File: config.mk
export PLATFORM = sky130hd
export DESIGN_NAME = multi_channel_scoreboard
export DESIGN_NICKNAME = d
export VERILOG_FILES = /design/src/rtl/multi_channel_scoreboard.sv
export SDC_FILE = /design/constraint.sdc
export NUM_CORES = 1
export LEC_CHECK = 0
export ABC_AREA = 0
export CORE_MARGIN = 3
export CORE_UTILIZATION = 61
export CTS_BUF_LIST = sky130_fd_sc_hd__clkbuf_16
export CTS_CLUSTER_DIAMETER = 150
export CTS_CLUSTER_SIZE = 20
export DETAILED_ROUTE_END_ITERATION = 6
export DONT_BUFFER_PORTS = 1
export PLACE_DENSITY = 0.79
export REMOVE_ABC_BUFFERS = 1
export SYNTH_ARGS = -nofsm -noshare
export SYNTH_HDL_FRONTEND = slang
export SYNTH_SLANG_ARGS = --single-unit
File: constraint.sdc
create_clock -name clk -period 2.1 [get_ports clk]
set_input_delay 0.21 -clock clk [delete_from_list [all_inputs] [get_ports clk]]
set_output_delay 0.21 -clock clk [all_outputs]
set_load 0.01 [all_outputs]
File: src/rtl/multi_channel_scoreboard.sv
// In-line scoreboard for the shared linked-list FIFO.
// Tracks one magic packet per channel plus a global occupancy model.
module multi_channel_scoreboard #(
    parameter int WIDTH     = 4,
    parameter int DEPTH     = 2,
    parameter int NUM_FIFOS = 2,
    parameter int REARM     = 0,
    parameter int PTR_WIDTH = $clog2(DEPTH),
    parameter int SEL_WIDTH = (NUM_FIFOS > 1) ? $clog2(NUM_FIFOS) : 1
) (
    input  logic                 clk,
    input  logic                 rst,
    input  logic                 push,
    input  logic                 pop,
    input  logic [SEL_WIDTH-1:0] push_sel,
    input  logic [SEL_WIDTH-1:0] pop_sel,
    input  logic [WIDTH-1:0]     data_in,
    input  logic [WIDTH-1:0]     data_out,
    input  logic                 start,
    output logic [NUM_FIFOS-1:0] armed,
    output logic [NUM_FIFOS-1:0] done,
    output logic                 data_out_vld,
    output logic                 prop_signal,
    output logic                 mismatch,
    output logic                 proto_err
);

    localparam int CW = PTR_WIDTH + 1;
    localparam logic [CW-1:0] FULL = CW'(DEPTH);
    localparam logic [CW-1:0] ONE  = CW'(1);

    logic [CW-1:0]    count [NUM_FIFOS];
    logic [CW-1:0]    ahead [NUM_FIFOS];
    logic [WIDTH-1:0] magic [NUM_FIFOS];
    logic [CW-1:0]    total;

    logic [NUM_FIFOS-1:0] push_c;
    logic [NUM_FIFOS-1:0] pop_c;
    logic [NUM_FIFOS-1:0] pop_ok;
    logic [NUM_FIFOS-1:0] cap;
    logic [NUM_FIFOS-1:0] exit_c;
    logic                 push_full;
    logic                 bad_sel;
    logic                 pop_empty;
    logic [WIDTH-1:0]     magic_sel;

    // Decode channel events; a push into a full model is dropped.
    always_comb begin
        push_c    = '0;
        pop_c     = '0;
        pop_ok    = '0;
        cap       = '0;
        exit_c    = '0;
        pop_empty = 1'b0;
        magic_sel = '0;
        push_full = push & (total == FULL) & ~pop;
        bad_sel   = (push & (int'(push_sel) >= NUM_FIFOS))
                  | (pop & (int'(pop_sel) >= NUM_FIFOS));
        for (int c = 0; c < NUM_FIFOS; c++) begin
            push_c[c] = push & ~push_full & (push_sel == SEL_WIDTH'(c));
            pop_c[c]  = pop & (pop_sel == SEL_WIDTH'(c));
            pop_ok[c] = pop_c[c] & (count[c] != '0);
            if (pop_c[c] && count[c] == '0)
                pop_empty = 1'b1;
            cap[c]    = start & push_c[c] & ~armed[c]
                      & (~done[c] | (REARM != 0));
            exit_c[c] = armed[c] & pop_c[c] & (ahead[c] == '0);
            if (pop_c[c])
                magic_sel = magic[c];
        end
        data_out_vld = |exit_c;
        prop_signal  = ~data_out_vld | (data_out == magic_sel);
    end

    // Occupancy model, per-channel trackers and sticky flags.
    always_ff @(posedge clk or posedge rst) begin
        if (rst) begin
            total     <= '0;
            armed     <= '0;
            done      <= '0;
            mismatch  <= 1'b0;
            proto_err <= 1'b0;
            for (int c = 0; c < NUM_FIFOS; c++) begin
                count[c] <= '0;
                ahead[c] <= '0;
                magic[c] <= '0;
            end
        end else begin
            if (|push_c && !(|pop_ok))
                total <= total + ONE;
            else if (!(|push_c) && |pop_ok)
                total <= total - ONE;
            if (!prop_signal)
                mismatch <= 1'b1;
            if (push_full || bad_sel || pop_empty)
                proto_err <= 1'b1;
            for (int c = 0; c < NUM_FIFOS; c++) begin
                if (push_c[c] && !pop_ok[c])
                    count[c] <= count[c] + ONE;
                else if (!push_c[c] && pop_ok[c])
                    count[c] <= count[c] - ONE;
                if (exit_c[c]) begin
                    armed[c] <= 1'b0;
                    done[c]  <= 1'b1;
                end else if (cap[c]) begin
                    armed[c] <= 1'b1;
                    done[c]  <= 1'b0;
                    magic[c] <= data_in;
                    ahead[c] <= count[c] - (pop_ok[c] ? ONE : '0);
                end else if (armed[c] && pop_c[c]) begin
                    ahead[c] <= ahead[c] - ONE;
                end
            end
        end
    end

endmodule

==> run_results.csv <==
group,metric,value,unit
finish,fill_cells,161,
finish,drive_gt1_share,18.90,%
synth,yosys_warnings,0,
placed_design,portBuffers,0,
pwr,power_leakage,0.0007035,uW
detailed_routing,wl_per_cell,16.21,um
die,start_util,66.73,%
finish,syn2layout_area_growth,9.275,%
worst_setup_path,worstSetupStartpointType,"flop",
grt,antenna_found_initial,0,
pwr,finalPower,2114,uW
worst_setup_path,worstPathRequired,2.26,ns
run,cap_violations,0,
grt,grt_max_degree,25,
finish,final_common_cell,"dfrtp_1",
detailed_routing,antenna_left,0,
pwr,cellPowerDensity,1420,mW/mm2
worst_setup_path,critPathKind,"flop to flop",
synth,synth_seq_cells,24,
detailed_routing,drt-total-wl,2496,um
clock_network,cts_setup_buffers,0,
die,ios,23,
detailed_routing,drcViolationCount,0,
timing,layout_min_cycle_time,1.820,ns
clock_network,tritoncts,"done",
synth,synth.area.top_cells,"dfrtp_1, xor2_1, mux2_2, ha_1, mux2_4",
clock_network,cts_buffers,3,
timing,slew_headroom,76.68,%
synth,synth_cell_types,30,
pwr,peakVddDrop,0.0009377,V
clock_network,cts_max_path_buffers,2,
timing,fmax,0.5496,GHz
placed_design,hpwl,1827,um
clock_network,cts_max_level,1,
timing,maxSlewViolCount,0,
clock_network,ctsRootBufferMaster,"clkbuf_16",
run_status,status,"completed",
placed_design,dp_cells,149,
finish,fin_nets,150,
timing,setup_violations,0,
placed_design,gp_congestion,0.7871,
timing,fin_skew,0.005645,ns
timing,rsz0062_at_grt,"false",
timing,hold_ws,0.08888,ns
timing,hold_violations,0,
synth,synth_area_per_cell,10.99,um2
clock_network,post_cts_resized,0,
min_path,hold_path.class,"primary input to flop",
worst_setup_path,crit_fanout,5,
grt,grt_pass1_wl,4029,um
min_path,min_path_cells,1,
die,dieArea,0.002837,mm2
timing,period_share,86.64,%
clock_network,clk-insertion-delay-late,0.26,ns
die,design.core.area,0.002042,mm2
synth,synthesis.area,0.001363,mm2
detailed_routing,vias,849,
placed_design,dp_slack,0.4083,ns
synth,synthCells,124,
synth,synth_area_leader_cell,"dfrtp_1",
finish,multi_input_area,686.9,um2
detailed_routing,drtPass1Iterations,4,
synth,synth_top_area_share,44.08,%
die,fp-row-count,16,
worst_setup_path,r2r.worst_path.cells,6,
clock_network,path_clk_slew,0.06,ns
synth,ys_seq_area_share,44.08,%
grt,track_usage,20.41,%
clock_network,cts.sinks,24,
finish,regArea,600.6,um2
timing,fin_tns_setup,0,ns
detailed_routing,via_per_inst,5.513,
timing,layout_setup_ws,0.2805,ns
finish,final_cells,154,
grt,grt_pass1_vias,941,
finish,antenna-diode-count,0,
timing,tightest_slew,0.3472,ns
detailed_routing,drtIter0Drc,27,
worst_setup_path,crit_path_end_kind,"flop",
finish,final_cell_mix,"dfrtp_1, inv_1, xor2_1, nor2_1, nand2_1",
die,die_w,53.26,um
die,die_h,53.26,um
worst_setup_path,crit_arrival,1.98,ns
grt,overflow,0,
logic make-up after synthesis:
kind of cell	synth area share, %
adder cells (fa/ha/maj)	6.428
XOR/XNOR	10.93
multiplexers	12.49
AND/OR/NAND/NOR	16.25
buffers and inverters	5.509
flip-flops	44.08
AO/OA/AOI/OAI	4.315
cells in the mapped netlist, drive strengths merged:
| library cell | count |
|---|---|
| a2111o | 1 |
| a21boi | 1 |
| a21oi | 3 |
| a41o | 1 |
| and2 | 1 |
| buf | 3 |
| dfrtp | 24 |
| ha | 7 |
| inv | 12 |
| mux2 | 12 |
| mux2i | 2 |
| nand2 | 9 |
| nand2b | 3 |
| nand3 | 2 |
| nand4 | 2 |
| nor2 | 11 |
| nor2b | 2 |
| nor3 | 4 |
| nor3b | 1 |
| o21ai | 3 |
| or2 | 2 |
| or3 | 1 |
| xnor2 | 6 |
| xor2 | 11 |
power breakdown:
group	switching (uW)	internal, uW
Clock	161	379
Sequential	211	685
Combinational	316	363
stage by stage:
step                      utilization [%]  instance area, um2
final                               72.92                1489
after global routing                72.92                1489
after CTS                           72.92                1489
after detailed placement            67.28                1374
after global placement              67.28                1374
after floorplan                         -                1333
state kept, by name, summed over array words and instances (netlist names):
| signal | count |
|---|---|
| armed | 2 |
| ahead | 4 |
| count | 4 |
| total | 2 |
| proto_err | 1 |
| done | 2 |
| mismatch | 1 |
| magic | 8 |
worst paths after layout:
path / slack, ns / startpoint / end
min reg2reg: 0.47 / total[1]$_DFFE_PP0P_ / total[1]$_DFFE_PP0P_
min: 0.09 / push / proto_err$_DFFE_PP0P_
max: 0.28 / total[1]$_DFFE_PP0P_ / count[3]$_DFFE_PP0P_
max reg2reg: 0.28 / total[1]$_DFFE_PP0P_ / count[3]$_DFFE_PP0P_
min in group asynchronous: 0.44 / rst / armed[1]$_DFFE_PP0P_
max in group asynchronous: 1.42 / rst / proto_err$_DFFE_PP0P_
what timing repair did:
item	4_1_cts	5_1_grt
endpoints found under the setup margin	0	0
hold endpoints to repair	24	0
hold buffers	1	0
critical path, stage by stage, from the launching register on:
cell	delay, ns
dfrtp_1	0.38
nor3b_2	0.17
nor2b_2	0.29
nor2b_1	0.23
ha_1	0.29
nor2_1	0.15
xor2_1	0.22
per-layer routing:
metal  global-route usage [%]  wire length [um]  vias up  part of all wire (%)
met3                    5.070                98        4                   3.9
met5                        0                 0        -                     0
li1                         -                 -      414                     -
met4                    10.21                34        0                   1.4
met2                    36.12              1336       16                    54
met1                    22.20              1026      415                    41
final cells by class:
type                            count  area share (%)
Clock inverter                      1           2.017
Clock buffer                        3           5.042
Tap cell                           27           2.269
Sequential cell                    24           40.34
Multi-Input combinational cell     85           46.13
Timing Repair Buffer                2           1.176
Inverter                           12           3.025
Power figures use the tool's default switching activity.
